===== config.mk =====
export PLATFORM = sky130hd
export DESIGN_NAME = vmul8_seq_ctrl
export DESIGN_NICKNAME = d
export VERILOG_FILES = /design/src/rtl/vmul_pkg.sv /design/src/rtl/vmulti_4bit.sv /design/src/rtl/vmul8_seq_ctrl.sv
export SDC_FILE = /design/constraint.sdc
export NUM_CORES = 1
export LEC_CHECK = 0
export BUFFER_PORTS_ARGS = -buffer_cell sky130_fd_sc_hd__buf_4
export CORE_ASPECT_RATIO = 2
export CORE_UTILIZATION = 50
export DETAILED_ROUTE_END_ITERATION = 7
export PLACE_DENSITY = 0.69
export SETUP_SLACK_MARGIN = 0.5
export SLEW_MARGIN = 30
export SYNTH_ARGS = -nofsm -noshare
export SYNTH_HDL_FRONTEND = slang
export SYNTH_HIERARCHICAL = 1
export SYNTH_SLANG_ARGS = --single-unit

===== constraint.sdc =====
create_clock -name clk -period 5.3 [get_ports clk]
set_input_delay 0.795 -clock clk [delete_from_list [all_inputs] [get_ports clk]]
set_output_delay 0.795 -clock clk [all_outputs]
set_load 0.01 [all_outputs]

===== src/rtl/vmul_pkg.sv =====
// Shared definitions for the sequential 8x8 Vedic multiplier: FSM encodings,
// step schedule and partial-product alignment.
package vmul_pkg;

  typedef enum logic [1:0] {
    ST_IDLE = 2'd0,
    ST_MUL  = 2'd1,
    ST_DONE = 2'd2
  } state_t;

  localparam logic [1:0] STEP_LL = 2'd0;
  localparam logic [1:0] STEP_HL = 2'd1;
  localparam logic [1:0] STEP_LH = 2'd2;
  localparam logic [1:0] STEP_HH = 2'd3;

  localparam int SHIFT_LL  = 0;
  localparam int SHIFT_MID = 4;
  localparam int SHIFT_HH  = 8;

  // Place an 8-bit nibble product at its weight within the 16-bit result.
  function automatic logic [15:0] align_pp(input logic [1:0] step, input logic [7:0] pp);
    logic [15:0] ext;
    ext = {8'h00, pp};
    case (step)
      STEP_LL: return ext << SHIFT_LL;
      STEP_HH: return ext << SHIFT_HH;
      default: return ext << SHIFT_MID;
    endcase
  endfunction

endpackage


===== src/rtl/vmulti_4bit.sv =====
// 4x4 unsigned Vedic (Urdhva-Tiryagbhyam) multiplier built from four 2x2 cells.
module vmulti_4bit (
  input  logic [3:0] i_a,
  input  logic [3:0] i_b,
  output logic [7:0] o_p,
  output logic       o_co
);

  function automatic logic [3:0] vedic2x2(input logic [1:0] x, input logic [1:0] y);
    logic c;
    logic [3:0] r;
    r[0] = x[0] & y[0];
    r[1] = (x[1] & y[0]) ^ (x[0] & y[1]);
    c    = (x[1] & y[0]) & (x[0] & y[1]);
    r[2] = (x[1] & y[1]) ^ c;
    r[3] = (x[1] & y[1]) & c;
    return r;
  endfunction

  logic [3:0] w_q0;
  logic [3:0] w_q1;
  logic [3:0] w_q2;
  logic [3:0] w_q3;
  logic [4:0] w_mid;
  logic [8:0] w_sum;

  assign w_q0  = vedic2x2(i_a[1:0], i_b[1:0]);
  assign w_q1  = vedic2x2(i_a[3:2], i_b[1:0]);
  assign w_q2  = vedic2x2(i_a[1:0], i_b[3:2]);
  assign w_q3  = vedic2x2(i_a[3:2], i_b[3:2]);

  // Cross terms share weight 4, so they are summed before alignment.
  assign w_mid = {1'b0, w_q1} + {1'b0, w_q2};
  assign w_sum = {5'b0, w_q0} + {2'b0, w_mid, 2'b0} + {1'b0, w_q3, 4'b0};

  assign o_p  = w_sum[7:0];
  assign o_co = w_sum[8];

endmodule


===== src/rtl/vmul8_seq_ctrl.sv =====
// Sequential 8x8 unsigned multiplier: one 4x4 Vedic core reused over four
// MUL cycles, with valid/ready handshakes on both sides.
module vmul8_seq_ctrl
  import vmul_pkg::*;
(
  input  logic        clk,
  input  logic        rst,
  input  logic        in_valid,
  output logic        in_ready,
  input  logic [7:0]  a,
  input  logic [7:0]  b,
  output logic        out_valid,
  input  logic        out_ready,
  output logic [15:0] p,
  output logic        busy
);

  state_t      r_state;
  state_t      w_state_nxt;
  logic [1:0]  r_step;
  logic [7:0]  r_a;
  logic [7:0]  r_b;
  logic [15:0] r_acc;

  logic        w_in_ready;
  logic        w_out_valid;
  logic        w_busy;
  logic        w_in_hs;
  logic        w_out_hs;
  logic [3:0]  w_nib_a;
  logic [3:0]  w_nib_b;
  logic [7:0]  w_pp;
  logic        w_unused_co;

  assign w_in_hs  = in_valid & w_in_ready;
  assign w_out_hs = w_out_valid & out_ready;

  always_ff @(posedge clk) begin
    if (rst) r_state <= ST_IDLE;
    else     r_state <= w_state_nxt;
  end

  always_comb begin
    w_state_nxt = r_state;
    case (r_state)
      ST_IDLE: if (w_in_hs) w_state_nxt = ST_MUL;
      ST_MUL:  if (r_step == STEP_HH) w_state_nxt = ST_DONE;
      ST_DONE: begin
        if (w_in_hs)       w_state_nxt = ST_MUL;
        else if (w_out_hs) w_state_nxt = ST_IDLE;
      end
      default: w_state_nxt = ST_IDLE;
    endcase
  end

  // Accepting in DONE needs out_ready so a new operand never overwrites an unread product.
  always_comb begin
    w_in_ready  = (r_state == ST_IDLE) | ((r_state == ST_DONE) & out_ready);
    w_out_valid = (r_state == ST_DONE);
    w_busy      = (r_state != ST_IDLE);
  end

  assign in_ready  = w_in_ready;
  assign out_valid = w_out_valid;
  assign busy      = w_busy;

  always_ff @(posedge clk) begin
    if (rst)                   r_step <= STEP_LL;
    else if (w_in_hs)          r_step <= STEP_LL;
    else if (r_state == ST_MUL) r_step <= r_step + 2'd1;
  end

  always_ff @(posedge clk) begin
    if (rst) begin
      r_a <= 8'h00;
      r_b <= 8'h00;
    end else if (w_in_hs) begin
      r_a <= a;
      r_b <= b;
    end
  end

  // step[0] picks the high nibble of a, step[1] the high nibble of b.
  assign w_nib_a = r_step[0] ? r_a[7:4] : r_a[3:0];
  assign w_nib_b = r_step[1] ? r_b[7:4] : r_b[3:0];

  vmulti_4bit u_core (
    .i_a  (w_nib_a),
    .i_b  (w_nib_b),
    .o_p  (w_pp),
    .o_co (w_unused_co)
  );

  always_ff @(posedge clk) begin
    if (rst)                    r_acc <= 16'h0000;
    else if (w_in_hs)           r_acc <= 16'h0000;
    else if (r_state == ST_MUL) r_acc <= r_acc + align_pp(r_step, w_pp);
  end

  assign p = r_acc;

endmodule


* Word level (Yosys, flattened, before mapping) *
Cells that the tools add are included.

storage, ports and cells
  flip-flop bits (word level) = 36
  input bits = 20
  output and inout bits = 19
  word-level logic and storage cells = 67

operators by class
  $add $sub $neg = 5
  equality and inequality tests = 6
  mux-type cells = 11
  bitwise gates (word level) = 35
  reductions and logical operators = 5

operator list
  operator             number
  $mux 16              3
  $pmux 16 s2          1
  $and 1x1->1          26
  $add 16x16->16       1
  $add 4x7->8          1
  $add 8x8->8          1
  $mux 2               4
  $mux 4               2
  $xor 1x1->1          8
  $pmux 2 s3           1
  $add 4x4->5          1
  $eq 2x2->1 const B   2
  $logic_not 2->1      2
  $ne 2x2->1 const B   2
  $ne 3x1->1 const B   1
  $reduce_and 3->1     1
  $add 2x1->2 const B  1
  $eq 2x1->1 const B   1
  $reduce_bool 2->1    1
  $reduce_or 2->1      1
  $or 1x1->1           1

* Logic depth before layout (Yosys ltp) *
  depth after elaboration = 12
  mapped depth = 21
  mapped depth without buffers = 21

* Hierarchy *
Netlist, hierarchy kept.

modules (own cells, without submodules)
  module          instances  cells each  area an instance (um^2)  sequential area each (um^2)
  vmul8_seq_ctrl  1          292         2267.2                   720.7
  vmulti_4bit     1          61          523.0                    0.0

* Worst setup path before layout *
OpenSTA, ideal clock, no wires.

  path type = register -> register
  start = reg r_step[1]
  end = reg r_acc[15] (netlist: p[15])
  library setup time = 72 ps
  arrival = 4440 ps
  required time = 5228 ps
  setup slack = 788 ps
  cell stages (with the launch flop) = 21
  buffers on the path = 0
  period minus slack after synthesis = 4512 ps
  cells stage by stage = dfxtp_1 mux2_2 and2_1 ha_1 ha_1 ha_1 a21oi_1 xnor2_1 ha_1 o21ai_0 o21bai_1 a21oi_2 xnor2_1 a22o_1 ha_1 nand2_1 nor4b_1 or3_1 a41oi_2 mux2i_1 mux2i_1

between the ends
  cells in the longest elaborated chain, start to end = 12
  elaborated cells on any way between the ends = 43
  classes of those cells = add/sub: 4; eq/ne: 1; mux: 5; bitwise: 32; reduce/logical: 1

ends and longest elaborated chain
  item                                               line                                  RTL
  start, declared                                    vmul8_seq_ctrl.sv:20                  logic [1:0] r_step;
  start signal, assigned                             vmul8_seq_ctrl.sv:70                  else if (r_state == ST_MUL) r_step <= r_step + 2'd1;
  $mux 4 *                                           vmul8_seq_ctrl.sv:85                  assign w_nib_b = r_step[1] ? r_b[7:4] : r_b[3:0];
  net w_nib_b[0]                                     vmul8_seq_ctrl.sv:31                  logic [3:0] w_nib_b;
  $and 1x1->1                                        vmulti_4bit.sv:13, vmulti_4bit.sv:14
  $and 1x1->1                                        vmulti_4bit.sv:14                     c = (x[1] & y[0]) & (x[0] & y[1]);
  $xor 1x1->1 / $and 1x1->1 (equally long branches)  vmulti_4bit.sv:15, vmulti_4bit.sv:16
  $add 4x4->5                                        vmulti_4bit.sv:33                     assign w_mid = {1'b0, w_q1} + {1'b0, w_q2};
  $add 4x7->8 *                                      vmulti_4bit.sv:34                     assign w_sum = {5'b0, w_q0} + {2'b0, w_mid, 2'b0} + {1'b0, w_q3, 4'b0};
  $add 8x8->8 *                                      vmulti_4bit.sv:34
  net w_pp[7]                                        vmul8_seq_ctrl.sv:32                  logic [7:0] w_pp;
  $pmux 16 s2 *                                      vmul_pkg.sv:24                        case (step)
  $mux 16 *                                          vmul8_seq_ctrl.sv:97                  else if (r_state == ST_MUL) r_acc <= r_acc + align_pp(r_step, w_pp);
  $mux 16 *                                          vmul8_seq_ctrl.sv:96                  else if (w_in_hs) r_acc <= 16'h0000;
  $mux 16 *                                          vmul8_seq_ctrl.sv:95                  if (rst) r_acc <= 16'h0000;
  $add 16x16->16 *                                   vmul8_seq_ctrl.sv:97
  end signal, assigned                               vmul8_seq_ctrl.sv:97
  end, declared                                      vmul8_seq_ctrl.sv:23                  logic [15:0] r_acc;

Mark *: on every way through the listed nets, which the timed path passes. The rest lies on a longest branch. The select of a mux whose other input is x is not followed.
A chain may end at the register's enable or synchronous reset.

* Final worst setup path *
  start = reg r_step[1]
  end = reg r_acc[12] (netlist: p[12])

between the ends
  cells in the longest elaborated chain, start to end = 12
  elaborated cells on any way between the ends = 43
  classes of those cells = add/sub: 4; eq/ne: 1; mux: 5; bitwise: 32; reduce/logical: 1

ends and longest elaborated chain
  item                                               line
  $mux 4 *                                           vmul8_seq_ctrl.sv:85
  net w_nib_b[2]                                     vmul8_seq_ctrl.sv:31
  $and 1x1->1                                        vmulti_4bit.sv:13, vmulti_4bit.sv:14
  $and 1x1->1                                        vmulti_4bit.sv:14
  $xor 1x1->1 / $and 1x1->1 (equally long branches)  vmulti_4bit.sv:15, vmulti_4bit.sv:16
  $add 4x4->5                                        vmulti_4bit.sv:33
  $add 4x7->8                                        vmulti_4bit.sv:34
  $add 8x8->8 *                                      vmulti_4bit.sv:34
  net w_pp[7]                                        vmul8_seq_ctrl.sv:32
  $pmux 16 s2 *                                      vmul_pkg.sv:24
  $mux 16 *                                          vmul8_seq_ctrl.sv:97
  $mux 16 *                                          vmul8_seq_ctrl.sv:96
  $mux 16 *                                          vmul8_seq_ctrl.sv:95
  $add 16x16->16 *                                   vmul8_seq_ctrl.sv:97

Marked as above.

==> summary.txt <==
Layout
  – Post-Route Utilization: 64.32%
  – Area of the multi-input gates: 2147 sq um
  – Filler cells: 486
  – Ant. Diodes: 0
  – Final #Nets: 450
  – Area grow syn2layout: 24.41%
  – Layout cells sized above 1: 23.92%
  – Reg area: 728.2 sq um

Setup path
  – Crit path buf inv count: 0
  – Crit path DAT: 5.07 ns
  – R2r worst-path depth: 21
  – Slowest CP cell: or4b_1
  – Cell Chain, Critical Path: mux2_4 -> and2_1 -> ha_4 -> ha_1 -> a21o_1 -> a21oi_4 -> xnor2_2 -> ha_1 -> o21ai_0 -> o21bai_1 -> a21oi_2 -> xnor2_2 -> nand2_1 -> o21ai_2 -> ha_4 -> and4_1 -> and2_1 -> a21oi_2 -> or4b_1 -> a21o_1 -> nand3_2
  – Worst-path maximum fanout: 7
  – Worst path required time: 5.55 ns
  – Startpoint types: flip-flop
  – Worst path max stage delay: 0.48 ns
  – Levels on crit path: 21
  – Crit path capture type: flip-flop
  – Crit-path leading delay family: compound AO/OA/AOI/OAI gates
  – Setup CP Type: flip-flop to flip-flop

Timing
  – Total Neg Setup Slack: 0 ns
  – Worst slew pin tran: 0.8625 ns
  – Minimum clock period: 4.826 ns
  – Setup Skew: 0.007984 ns
  – Unrepaired setup endpoints after global routing: no
  – Final Cycle Share: 91.05%
  – Setup violators final: 0
  – Slew margin rel.: 42.50%
  – Hold Vio Cnt, Final: 0
  – Pins Over Slew Limit: 0
  – Highest Clock Rate: 207.2 MHz

Drt
  – Via count: 2641
  – WL final: 7.304 mm
  – Drt wl/cell: 16.12 microns
  – Drt first pass iters: 4
  – Antenna Nets Post-Route: 0
  – Vias per std cell: 5.830
  – DR iter-0 viols: 73
  – DRC viols: 0

Synthesis
  – Synth Net Count: 408
  – Yosys warnings: 6
  – Avg Cell Area, Syn: 7.936 sq um
  – Synthesized instance count: 350
  – Cell Area, Synth: 2778 sq um

Floorplanning
  – Die width: 54.71 microns
  – Die Ht: 107.4 microns
  – I/O pin total: 39
  – Starting density of the core: 51.70%
  – Core area: 5373 sq um
  – Row cnt: 38
  – Die ar.: 5876 sq um

CTS
  – Hold Buf Count CTS: 0
  – Latest clock arrival within the worst-skew pair: 0.30 ns
  – Clock Path Buffers: 2
  – Clock-pin slew on the worst setup and hold paths: 0.08 ns
  – Sink Count: 36
  – CTS H-tree depth: 2
  – Clk root buf: clkbuf_8
  – CTS tree: yes
  – Num CTS Buffers: 5

Pwr
  – Peak VDD IR: 0.2718 mV
  – Pleak: 0.001587 uW
  – Pwr dens: 182.3 nW/um^2

Run
  – Max Cap Violations: 0

Outcome
  – Outcome: finished clean

Global route
  – GR Overflow Total: 0
  – Largest net degree at the start of global routing: 21
  – Number of antenna violations at the first check in global routing: 0
  – Number of global-route vias before repair: 2602
  – Global-route wire length before repair: 11.18 mm
  – Global-route usage over all layers: 26.26%

Place
  – HPWL Detailed: 5.371 mm
  – GPL Wtd Cong: 0.9070
  – PortBufs: 38

Min path
  – Hold Path Depth: 2
  – Worst hold path class: flip-flop to flip-flop
[final timing paths]
| kind | startpoint | to | slack (ns) |
|---|---|---|---|
| worst max-delay path | r_step[1] | p[12] | 0.47 |
| worst min-delay path | r_a[1] | r_a[1] | 0.46 |
| worst max register to register | r_step[1] | p[12] | 0.47 |
| worst min register to register | r_a[1] | r_a[1] | 0.46 |
[cell type report]
type	count	share of cell area, %
clock buffer	5	1.991
timing repair buffer	46	9.993
inverter	13	1.412
sequential	36	21.07
clock inverter	3	1.231
tap	60	2.172
multi-input combinational	290	62.13
[flip-flops by register name, summed over array words and instances (netlist names)]
name	cells
r_a	8
p	16
r_b	8
r_state	2
r_step	2
[stage by stage]
| stage | instance area [sq um] | total power, uW | hold slack (ns) | setup WS, ns | cells |
|---|---|---|---|---|---|
| after global routing | 3456 | 657.1 | 0.4797 | 0.3109 | 453 |
| after global placement | 3119 | 382.0 | 0.4391 | 0.3323 | 440 |
| after CTS | 3267 | 631.0 | 0.4584 | 0.5201 | 448 |
| after floorplan | 2778 | 350.5 | 0.4329 | 0.7885 | 350 |
| after detailed placement | 3119 | 383.5 | 0.4467 | 0.2858 | 440 |
| final | 3456 | 629.8 | 0.4572 | 0.4742 | 453 |
[what timing repair did]
action                     4_1_cts  5_1_grt
hold endpoints to repair         0        0
buffers inserted                 0        5
pin swaps                        0       10
setup endpoints to repair        7        7
gates resized for setup          8       26
[report_power, final]
| part | leakage [uW] | total, uW | internal (uW) | switching [uW] |
|---|---|---|---|---|
| sequential | 0.000295 | 287 | 280 | 7.40 |
| combinational | 0.00124 | 97.4 | 42.0 | 55.4 |
| clock | 0.0000541 | 245 | 139 | 106 |
| total | 0.00159 | 630 | 461 | 169 |
[worst min-delay path, cell delays in order (launching register included)]
cell     delay, ns
dfxtp_1       0.31
nand2_1       0.05
a21oi_1       0.05
[cells in the final DEF (no fill, tap or decap), drive strengths merged, types with 4 or more instances in the layout]
master  count
a211oi      5
a21o       10
a21oi      39
a22o        4
and2       26
buf        46
clkbuf      5
dfxtp      36
ha         35
inv        13
mux2        8
nand2      65
nand3      14
nor2       10
nor3        4
o21ai      17
xnor2      12
[routing by layer]
metal | part of all wire, % | up-vias | wire length, microns | track usage [%]
li1 | - | 1308 | - | -
met5 | 0 | - | 0 | 0
met2 | 57 | 89 | 4132 | 49.05
met4 | 6.6 | 0 | 483 | 15.75
met1 | 33 | 1207 | 2416 | 23.47
met3 | 3.7 | 37 | 272 | 4.802
No activity file was read; power rests on OpenSTA's default activity.
